[src/rtl/cache_port_arbiter_if.sv]
// Requester, cache and status signals of cache_port_arbiter.
// The arbiter uses the slave modport; the environment uses master.
interface cache_port_arbiter_if #(
    parameter int BW_DATA        = 32,
    parameter int BW_ADDR        = 32,
    parameter int TAG_DEPTH_LOG2 = 3
);
    logic [1:0]                req_request_i;
    logic [1:0]                req_wren_i;
    logic [2*BW_ADDR-1:0]      req_addr_i;
    logic [2*BW_DATA-1:0]      req_data_i;
    logic [1:0]                req_grant_o;
    logic [1:0]                req_valid_o;
    logic [BW_DATA-1:0]        rsp_data_o;
    logic                      cache_request_o;
    logic                      cache_wren_o;
    logic [BW_ADDR-1:0]        cache_addr_o;
    logic [BW_DATA-1:0]        cache_data_o;
    logic                      cache_stall_i;
    logic                      cache_valid_i;
    logic [BW_DATA-1:0]        cache_data_i;
    logic [TAG_DEPTH_LOG2:0]   outstanding_o;
    logic                      error_o;

    modport slave (
        input  req_request_i, req_wren_i, req_addr_i, req_data_i,
        input  cache_stall_i, cache_valid_i, cache_data_i,
        output req_grant_o, req_valid_o, rsp_data_o,
        output cache_request_o, cache_wren_o, cache_addr_o, cache_data_o,
        output outstanding_o, error_o
    );

    modport master (
        output req_request_i, req_wren_i, req_addr_i, req_data_i,
        output cache_stall_i, cache_valid_i, cache_data_i,
        input  req_grant_o, req_valid_o, rsp_data_o,
        input  cache_request_o, cache_wren_o, cache_addr_o, cache_data_o,
        input  outstanding_o, error_o
    );
endinterface

[src/rtl/cache_port_arbiter.sv]
// Two-requester arbiter onto the cache port with an in-order read-tag FIFO; round-robin if CACHE_ARB_ROUND_ROBIN_EN, else fixed priority.
// Latency: grant combinational, cache request next cycle, return one cycle after cache_valid_i; no grant on stall, reads held off while tag FIFO full.
module cache_port_arbiter #(
    parameter int BW_DATA        = 32,
    parameter int BW_ADDR        = 32,
    parameter int TAG_DEPTH_LOG2 = 3
) (
    input logic                  clock_control_i,
    input logic                  reset_i,
    cache_port_arbiter_if.slave  bus
);
    localparam int DEPTH = 1 << TAG_DEPTH_LOG2;
    localparam logic [TAG_DEPTH_LOG2:0] FULL_CNT = (TAG_DEPTH_LOG2+1)'(DEPTH);

    logic [TAG_DEPTH_LOG2:0]   count;
    logic [TAG_DEPTH_LOG2-1:0] wr_ptr;
    logic [TAG_DEPTH_LOG2-1:0] rd_ptr;
    logic                      tag_mem [DEPTH];
    logic                      tag_full;
    logic                      tag_empty;
    logic [1:0]                elig;
    logic [1:0]                grant;
    logic                      winner;
    logic                      win_wren;
    logic [BW_ADDR-1:0]        win_addr;
    logic [BW_DATA-1:0]        win_data;
    logic                      push;
    logic                      pop;

    // Eligibility uses the registered count, so a same-cycle pop never frees a slot early.
    assign tag_full  = (count == FULL_CNT);
    assign tag_empty = (count == '0);
    assign elig = bus.req_request_i & {2{~bus.cache_stall_i & ~reset_i}}
                & (bus.req_wren_i | {2{~tag_full}});

`ifdef CACHE_ARB_ROUND_ROBIN_EN
    logic last;

    assign winner = (elig == 2'b11) ? ~last : elig[1];

    always_ff @(posedge clock_control_i) begin
        if (reset_i) begin
            last <= 1'b1;
        end else if (|grant) begin
            last <= winner;
        end
    end
`else
    assign winner = ~elig[0];
`endif

    assign grant    = (|elig) ? (winner ? 2'b10 : 2'b01) : 2'b00;
    assign win_wren = winner ? bus.req_wren_i[1] : bus.req_wren_i[0];
    assign win_addr = winner ? bus.req_addr_i[2*BW_ADDR-1:BW_ADDR] : bus.req_addr_i[BW_ADDR-1:0];
    assign win_data = winner ? bus.req_data_i[2*BW_DATA-1:BW_DATA] : bus.req_data_i[BW_DATA-1:0];
    assign push     = (|grant) & ~win_wren;
    assign pop      = bus.cache_valid_i & ~tag_empty;

    assign bus.req_grant_o   = grant;
    assign bus.outstanding_o = count;

    always_ff @(posedge clock_control_i) begin
        if (push) begin
            tag_mem[wr_ptr] <= winner;
        end
    end

    always_ff @(posedge clock_control_i) begin
        if (reset_i) begin
            bus.cache_request_o <= 1'b0;
            bus.cache_wren_o    <= 1'b0;
            bus.cache_addr_o    <= '0;
            bus.cache_data_o    <= '0;
            bus.req_valid_o     <= 2'b00;
            bus.rsp_data_o      <= '0;
            bus.error_o         <= 1'b0;
            count               <= '0;
            wr_ptr              <= '0;
            rd_ptr              <= '0;
        end else begin
            bus.cache_request_o <= |grant;
            if (|grant) begin
                bus.cache_wren_o <= win_wren;
                bus.cache_addr_o <= win_addr;
                bus.cache_data_o <= win_data;
            end
            bus.req_valid_o <= pop ? (tag_mem[rd_ptr] ? 2'b10 : 2'b01) : 2'b00;
            if (pop) begin
                bus.rsp_data_o <= bus.cache_data_i;
                rd_ptr         <= rd_ptr + 1'b1;
            end
            if (push) begin
                wr_ptr <= wr_ptr + 1'b1;
            end
            if (bus.cache_valid_i && tag_empty) begin
                bus.error_o <= 1'b1;
            end
            case ({push, pop})
                2'b10:   count <= count + 1'b1;
                2'b01:   count <= count - 1'b1;
                default: count <= count;
            endcase
        end
    end
endmodule

[src/flat_wrapper.sv]
// flat-port wrapper written by rule: the top's interface ports become plain ports
module cache_port_arbiter_flat 
#(
    parameter int BW_DATA        = 32,
    parameter int BW_ADDR        = 32,
    parameter int TAG_DEPTH_LOG2 = 3
)
  (clock_control_i, reset_i, bus_req_request_i, bus_req_wren_i, bus_req_addr_i, bus_req_data_i, bus_cache_stall_i, bus_cache_valid_i, bus_cache_data_i, bus_req_grant_o, bus_req_valid_o, bus_rsp_data_o, bus_cache_request_o, bus_cache_wren_o, bus_cache_addr_o, bus_cache_data_o, bus_outstanding_o, bus_error_o);
  cache_port_arbiter_if #(.BW_DATA(BW_DATA), .BW_ADDR(BW_ADDR), .TAG_DEPTH_LOG2(TAG_DEPTH_LOG2)) bus_i ();
  input logic clock_control_i;
  input logic reset_i;
  input wire logic [$bits(bus_i.req_request_i)-1:0] bus_req_request_i;
  input wire logic [$bits(bus_i.req_wren_i)-1:0] bus_req_wren_i;
  input wire logic [$bits(bus_i.req_addr_i)-1:0] bus_req_addr_i;
  input wire logic [$bits(bus_i.req_data_i)-1:0] bus_req_data_i;
  input wire logic [$bits(bus_i.cache_stall_i)-1:0] bus_cache_stall_i;
  input wire logic [$bits(bus_i.cache_valid_i)-1:0] bus_cache_valid_i;
  input wire logic [$bits(bus_i.cache_data_i)-1:0] bus_cache_data_i;
  output wire logic [$bits(bus_i.req_grant_o)-1:0] bus_req_grant_o;
  output wire logic [$bits(bus_i.req_valid_o)-1:0] bus_req_valid_o;
  output wire logic [$bits(bus_i.rsp_data_o)-1:0] bus_rsp_data_o;
  output wire logic [$bits(bus_i.cache_request_o)-1:0] bus_cache_request_o;
  output wire logic [$bits(bus_i.cache_wren_o)-1:0] bus_cache_wren_o;
  output wire logic [$bits(bus_i.cache_addr_o)-1:0] bus_cache_addr_o;
  output wire logic [$bits(bus_i.cache_data_o)-1:0] bus_cache_data_o;
  output wire logic [$bits(bus_i.outstanding_o)-1:0] bus_outstanding_o;
  output wire logic [$bits(bus_i.error_o)-1:0] bus_error_o;
  assign bus_i.req_request_i = bus_req_request_i;
  assign bus_i.req_wren_i = bus_req_wren_i;
  assign bus_i.req_addr_i = bus_req_addr_i;
  assign bus_i.req_data_i = bus_req_data_i;
  assign bus_i.cache_stall_i = bus_cache_stall_i;
  assign bus_i.cache_valid_i = bus_cache_valid_i;
  assign bus_i.cache_data_i = bus_cache_data_i;
  assign bus_req_grant_o = bus_i.req_grant_o;
  assign bus_req_valid_o = bus_i.req_valid_o;
  assign bus_rsp_data_o = bus_i.rsp_data_o;
  assign bus_cache_request_o = bus_i.cache_request_o;
  assign bus_cache_wren_o = bus_i.cache_wren_o;
  assign bus_cache_addr_o = bus_i.cache_addr_o;
  assign bus_cache_data_o = bus_i.cache_data_o;
  assign bus_outstanding_o = bus_i.outstanding_o;
  assign bus_error_o = bus_i.error_o;
  cache_port_arbiter #(.BW_DATA(BW_DATA), .BW_ADDR(BW_ADDR), .TAG_DEPTH_LOG2(TAG_DEPTH_LOG2)) u_core (.clock_control_i(clock_control_i), .reset_i(reset_i), .bus(bus_i));
endmodule
[config.mk]
export PLATFORM = sky130hd
export DESIGN_NAME = cache_port_arbiter_flat
export DESIGN_NICKNAME = d
export VERILOG_FILES = /design/src/rtl/cache_port_arbiter_if.sv /design/src/rtl/cache_port_arbiter.sv /design/src/flat_wrapper.sv
export SDC_FILE = /design/constraint.sdc
export NUM_CORES = 1
export LEC_CHECK = 0
export ABC_AREA = 1
export CORE_MARGIN = 4
export CORE_UTILIZATION = 42
export CTS_CLUSTER_SIZE = 10
export DETAILED_ROUTE_END_ITERATION = 12
export HOLD_SLACK_MARGIN = 0.1
export PLACE_DENSITY = 0.93
export SLEW_MARGIN = 10
export SYNTH_ARGS = -nofsm -noshare
export SYNTH_HDL_FRONTEND = slang
export SYNTH_SLANG_ARGS = --single-unit
[constraint.sdc]
create_clock -name clock_control_i -period 3.7 [get_ports clock_control_i]
set_input_delay 0.555 -clock clock_control_i [delete_from_list [all_inputs] [get_ports clock_control_i]]
set_output_delay 0.555 -clock clock_control_i [all_outputs]
set_load 0.01 [all_outputs]
[Word-level counts from Yosys, hierarchy flattened]
Memories as Yosys holds them, arrays and structs flattened. A register that Yosys moved wholly into a read port is not among the register bits.
Index checks and enable logic that the tools add are counted.
Word-level totals
  register bits after elaboration: 111
  memory bits (writable): 8
  input bits: 168
  output and inout port bits: 107
  word-level logic and storage cells: 48
  memories kept: 1
Operators by class
  add/subtract/negate cells: 4
  equal/unequal tests: 3
  mux-type cells: 11
  bitwise logic cells: 13
  reductions and logical operators: 6
Memories
  u_core.tag_mem: words 8, bits a word 1, read ports 1, clocked after Yosys merged registers in 1, write ports 1, line cache_port_arbiter.sv:18  | logic tag_mem [DEPTH];
Operator list (count)
  $mux 32: 2
  $pmux 4 s2: 1
  $not 1->1: 7
  $add 3x1->3 const B: 2
  $mux 2: 3
  $mux 3: 2
  $reduce_or 2->1: 3
  $add 4x1->4 const B: 1
  $and 2x2->2: 2
  $eq 4x4->1 const B: 1
  $logic_not 4->1: 1
  $sub 4x1->4 const B: 1
  $and 1x1->1: 3
  $mux 1: 3
  $eq 2x1->1 const B: 1
  $eq 2x2->1 const B: 1
  $or 2x2->2: 1
  $reduce_bool 2->1: 1
  $logic_and 1x1->1: 1

[Depth between registers and ports, before layout]
  depth in word-level cells: 10
  depth in mapped cells: 15
  gate-level depth less buffers: 14

[Least setup slack after synthesis]
Ideal clock, no wire load.
  path kind: input -> register
  start point: input reset_i
  end point: register u_core.count[3] (netlist: u_core.bus.outstanding_o[3])
  setup time: 0.122 ns
  arrival time: 2.317 ns
  required time: 3.578 ns
  setup slack: 1.262 ns
  stages: 14
  path buffers: 2
  cell sequence: buf_6 > nor3b_2 > nand2_1 > buf_6 > nand2_8 > nand3_2 > ha_1 > ha_1 > nand2_1 > nor2_1 > nor2_1 > and2_1 > o21ai_0 > a21oi_1
On the way
  word-level cells in the longest chain between the ends: 10
  elaborated cells on any way between the ends: 15
  classes of those cells: 2 x eq/ne; 4 x mux; 6 x bitwise; 3 x reduce/logical
Ends and longest elaborated chain
  start: declaration: line flat_wrapper.sv:11  | input logic reset_i;
  $not 1->1: line cache_port_arbiter.sv:33  | assign elig = bus.req_request_i & {2{~bus.cache_stall_i & ~reset_i}}
  $and 1x1->1: line cache_port_arbiter.sv:33
  $and 2x2->2: line cache_port_arbiter.sv:33
  $and 2x2->2: line cache_port_arbiter.sv:34  | & (bus.req_wren_i | {2{~tag_full}});
  $mux 2 / $reduce_or 2->1 (equally long branches): line cache_port_arbiter.sv:52  | assign grant = (|elig) ? (winner ? 2'b10 : 2'b01) : 2'b00;
  $mux 2: line cache_port_arbiter.sv:52
  $reduce_or 2->1: line cache_port_arbiter.sv:56  | assign push = (|grant) & ~win_wren;
  $and 1x1->1: line cache_port_arbiter.sv:56
  $eq 2x1->1 / $eq 2x2->1 (equally long branches): line cache_port_arbiter.sv:98  | case ({push, pop})
  $pmux 4 s2 / $reduce_bool 2->1 (equally long branches)
  end signal: assignment: line cache_port_arbiter.sv:99  | 2'b10: count <= count + 1'b1;
  end signal: assignment: line cache_port_arbiter.sv:100  | 2'b01: count <= count - 1'b1;
  end signal: assignment: line cache_port_arbiter.sv:101  | default: count <= count;
  end: declaration: line cache_port_arbiter.sv:15  | logic [TAG_DEPTH_LOG2:0] count;
Parallel ways exist; a longest one is shown, timed or not.
A chain may end at the register's enable or synchronous reset.

[Worst setup path in the final report]
  start point: input reset_i
  end point: output bus_req_grant_o[1]
On the way
  word-level cells in the longest chain between the ends: 6
  elaborated cells on any way between the ends: 7
  classes of those cells: 2 x mux; 4 x bitwise; 1 x reduce/logical
Ends and longest elaborated chain
  $not 1->1 (*): line cache_port_arbiter.sv:33
  $and 1x1->1 (*): line cache_port_arbiter.sv:33
  $and 2x2->2 (*): line cache_port_arbiter.sv:33
  $and 2x2->2 (*): line cache_port_arbiter.sv:34
  $mux 2 / $reduce_or 2->1 (equally long branches): line cache_port_arbiter.sv:52
  $mux 2 (*): line cache_port_arbiter.sv:52
  end: declaration: line flat_wrapper.sv:19  | output wire logic [$bits(bus_i.req_grant_o)-1:0] bus_req_grant_o;
Mark *: on every way between the ends. The rest lies on a longest branch, timed or not.

==> results.json <==
{
  "hp-start": "u_core.rd_ptr[2]",
  "yosys_warnings": 0,
  "root_buffer": "clkbuf_16",
  "hold_path.class": "reg2reg",
  "synth_edf_count": 8,
  "vias": 5538,
  "final-setup-viol-count": 0,
  "die_w_um": 118,
  "cts_buffers": 17,
  "grt_usage_pct": 24.9,
  "r2r_slack_ns": 1.30,
  "syn_nets": 818,
  "status": "finished clean",
  "crit_start": "reset_i",
  "worstPathMaxFanout": 23,
  "start_util_pct": 43.7,
  "synthFlopType": "dfxtp_1",
  "grt_pass1_vias": 5523,
  "synth_area_um2": 5090,
  "finalCritPeriodShare_pct": 82.9,
  "post_synth.cell_area_avg_um2": 7.91,
  "final_cell_mix": "274 x clkdlybuf4s50_1, 133 x o21ai_0, 114 x dfxtp_1",
  "gp_congestion": 0.837,
  "required_ns": 3.14,
  "crit_type": "in2out",
  "fp.dieArea_um2": 14000,
  "dp.cells": 1022,
  "worstReg2RegStart": "u_core.bus.outstanding_o[3]",
  "io_pins": 275,
  "die_h_um": 118,
  "cts_sinks": 122,
  "cts_hold_buf": 0,
  "dr.max_layer_used": "met4",
  "antenna_found_initial": 0,
  "cp-start-kind": "primary input",
  "area_growth_pct": 64.5,
  "dp_hpwl_um": 12300,
  "cp-end-kind": "output pin",
  "min_period_ns": 3.07,
  "grt_overflow": 0,
  "hold_viol": 0,
  "wl_met2_um": 8910,
  "drv_slew": 0,
  "cellLeakagePower_nw": 3.19,
  "nets": 1072,
  "grt_max_degree": 72,
  "insertedDiodeCount": 0,
  "clock_latency_ns": 0.41,
  "synthArstFlopShare_pct": 0,
  "maxCapViolCount": 0,
  "drcViolationCount": 0,
  "grt_pass1_wl_um": 27800,
  "clkSlewWorstSetupHoldPaths_ns": 0.05,
  "worst_slew_pin_slew_ns": 0.697,
  "routed_via_density": 5.25,
  "post_cts_buffers": 0,
  "synth.ff_latch_count": 122,
  "finalPower_mw": 4.93,
  "ant_nets": 0,
  "synth_cell_types": 31,
  "rows": 39,
  "netlist_instances": 644,
  "wl_um": 17700,
  "yosysSeqAreaShare_pct": 49.5,
  "worstPathArrival_ns": 2.51,
  "final_common_cell": "clkdlybuf4s50_1",
  "finClkSkew_ns": 0.00505,
  "layout.cells.non_filler": 1054,
  "power_density_nw_per_um2": 588,
  "dr_wl_met3_um": 1790,
  "port_buffers": 274,
  "htree_levels": 4,
  "drt-initial-drc-count": 298,
  "core-area_um2": 11700,
  "tns_ns": 0,
  "max-vdd-ir-drop_uv": 423,
  "relSlewSlack_pct": 53.5,
  "dr.pass1.iters": 5,
  "max_freq_mhz": 326,
  "post_cts_resized": 0,
  "wl_met1_um": 6390,
  "clockBufferDepth": 2,
  "cts_tree": "yes",
  "routedWlPerCell_um": 16.8,
  "rsz0062_at_grt": "false",
  "drive_above_1_share_pct": 5.82
}
## cells in the mapped netlist, drive strengths merged, types with 5 or more instances
cell / number / area (µm²)
buf: 31 / 245
nor2: 88 / 335
ha: 5 / 62.6
edfxtp: 8 / 240
inv: 24 / 90.1
nand2: 92 / 372
a21oi: 73 / 365
dfxtp: 114 / 2280
nand3: 6 / 40.0
o21ai: 169 / 846
clkbuf: 16 / 60.1
## path summary, 6_finish.rpt
kind,to,depth (start not counted)
hold reg to reg,u_core.rd_ptr[2],2
hold / removal,u_core.rd_ptr[2],2
setup reg to reg,u_core.bus.outstanding_o[3],14
setup / recovery,bus_req_grant_o[1],6
## logic make-up after synthesis
kind of cell,after synthesis,synth area share [%]
AO/OA/AOI/OAI,243,23.9
AND/OR/NAND/NOR,200,16.8
flip-flops,122,49.5
buffers and inverters,71,7.76
adder cells (fa/ha/maj),6,1.62
XOR/XNOR,2,0.344
## per-layer routing
metal / vias up / GRT usage, %
met1: 2540 / 25.6
met3: 52 / 11.0
met2: 271 / 43.1
li1: 2675 / -
met5: - / 0
met4: 0 / 12.4
## area by class of cell
cell class | count | area (µm²)
tap | 143 | 179
multi-input combinational | 451 | 2180
timing repair buffer | 282 | 2820
clock buffer | 24 | 503
fill | 838 | 3290
sequential | 122 | 2520
inverter | 24 | 90.1
clock inverter | 8 | 90.1
## worst max-delay path, stage by stage
cell and delay, ns:
clkdlybuf4s50_1 0.62, nor3b_2 0.28, nand2_2 0.14, buf_4 0.23, nor2_1 0.12, clkdlybuf4s50_1 0.55
## power breakdown
part	total [mW]	internal (mW)	switching, mW
logic	1.53	0.798	0.730
clock network	1.64	1.08	0.567
registers	1.75	1.60	0.155
## state kept, by name, indices dropped and copies added (netlist names), named ones only
signal                      cells
u_core.bus.cache_addr_o        32
u_core.bus.cache_data_o        32
u_core.bus.cache_request_o      1
u_core.bus.cache_wren_o         1
u_core.bus.error_o              1
u_core.bus.outstanding_o        4
u_core.bus.req_valid_o          2
u_core.bus.rsp_data_o          32
u_core.rd_ptr                   3
u_core.tag_mem                  8
u_core.wr_ptr                   3
## per-stage QoR
stage	worst slack, ns	utilization (%)	instance area (µm²)	hold WS (ns)
5_1_grt	0.515	71.8	8380	0.494
3_3_place_gp	0.448	66.7	7780	0.447
6_report	0.632	71.8	8380	0.461
4_1_cts	0.629	71.8	8380	0.468
3_5_place_dp	0.366	66.7	7780	0.460
2_1_floorplan	1.26	-	5090	0.433
Power figures use the tool's default switching activity.
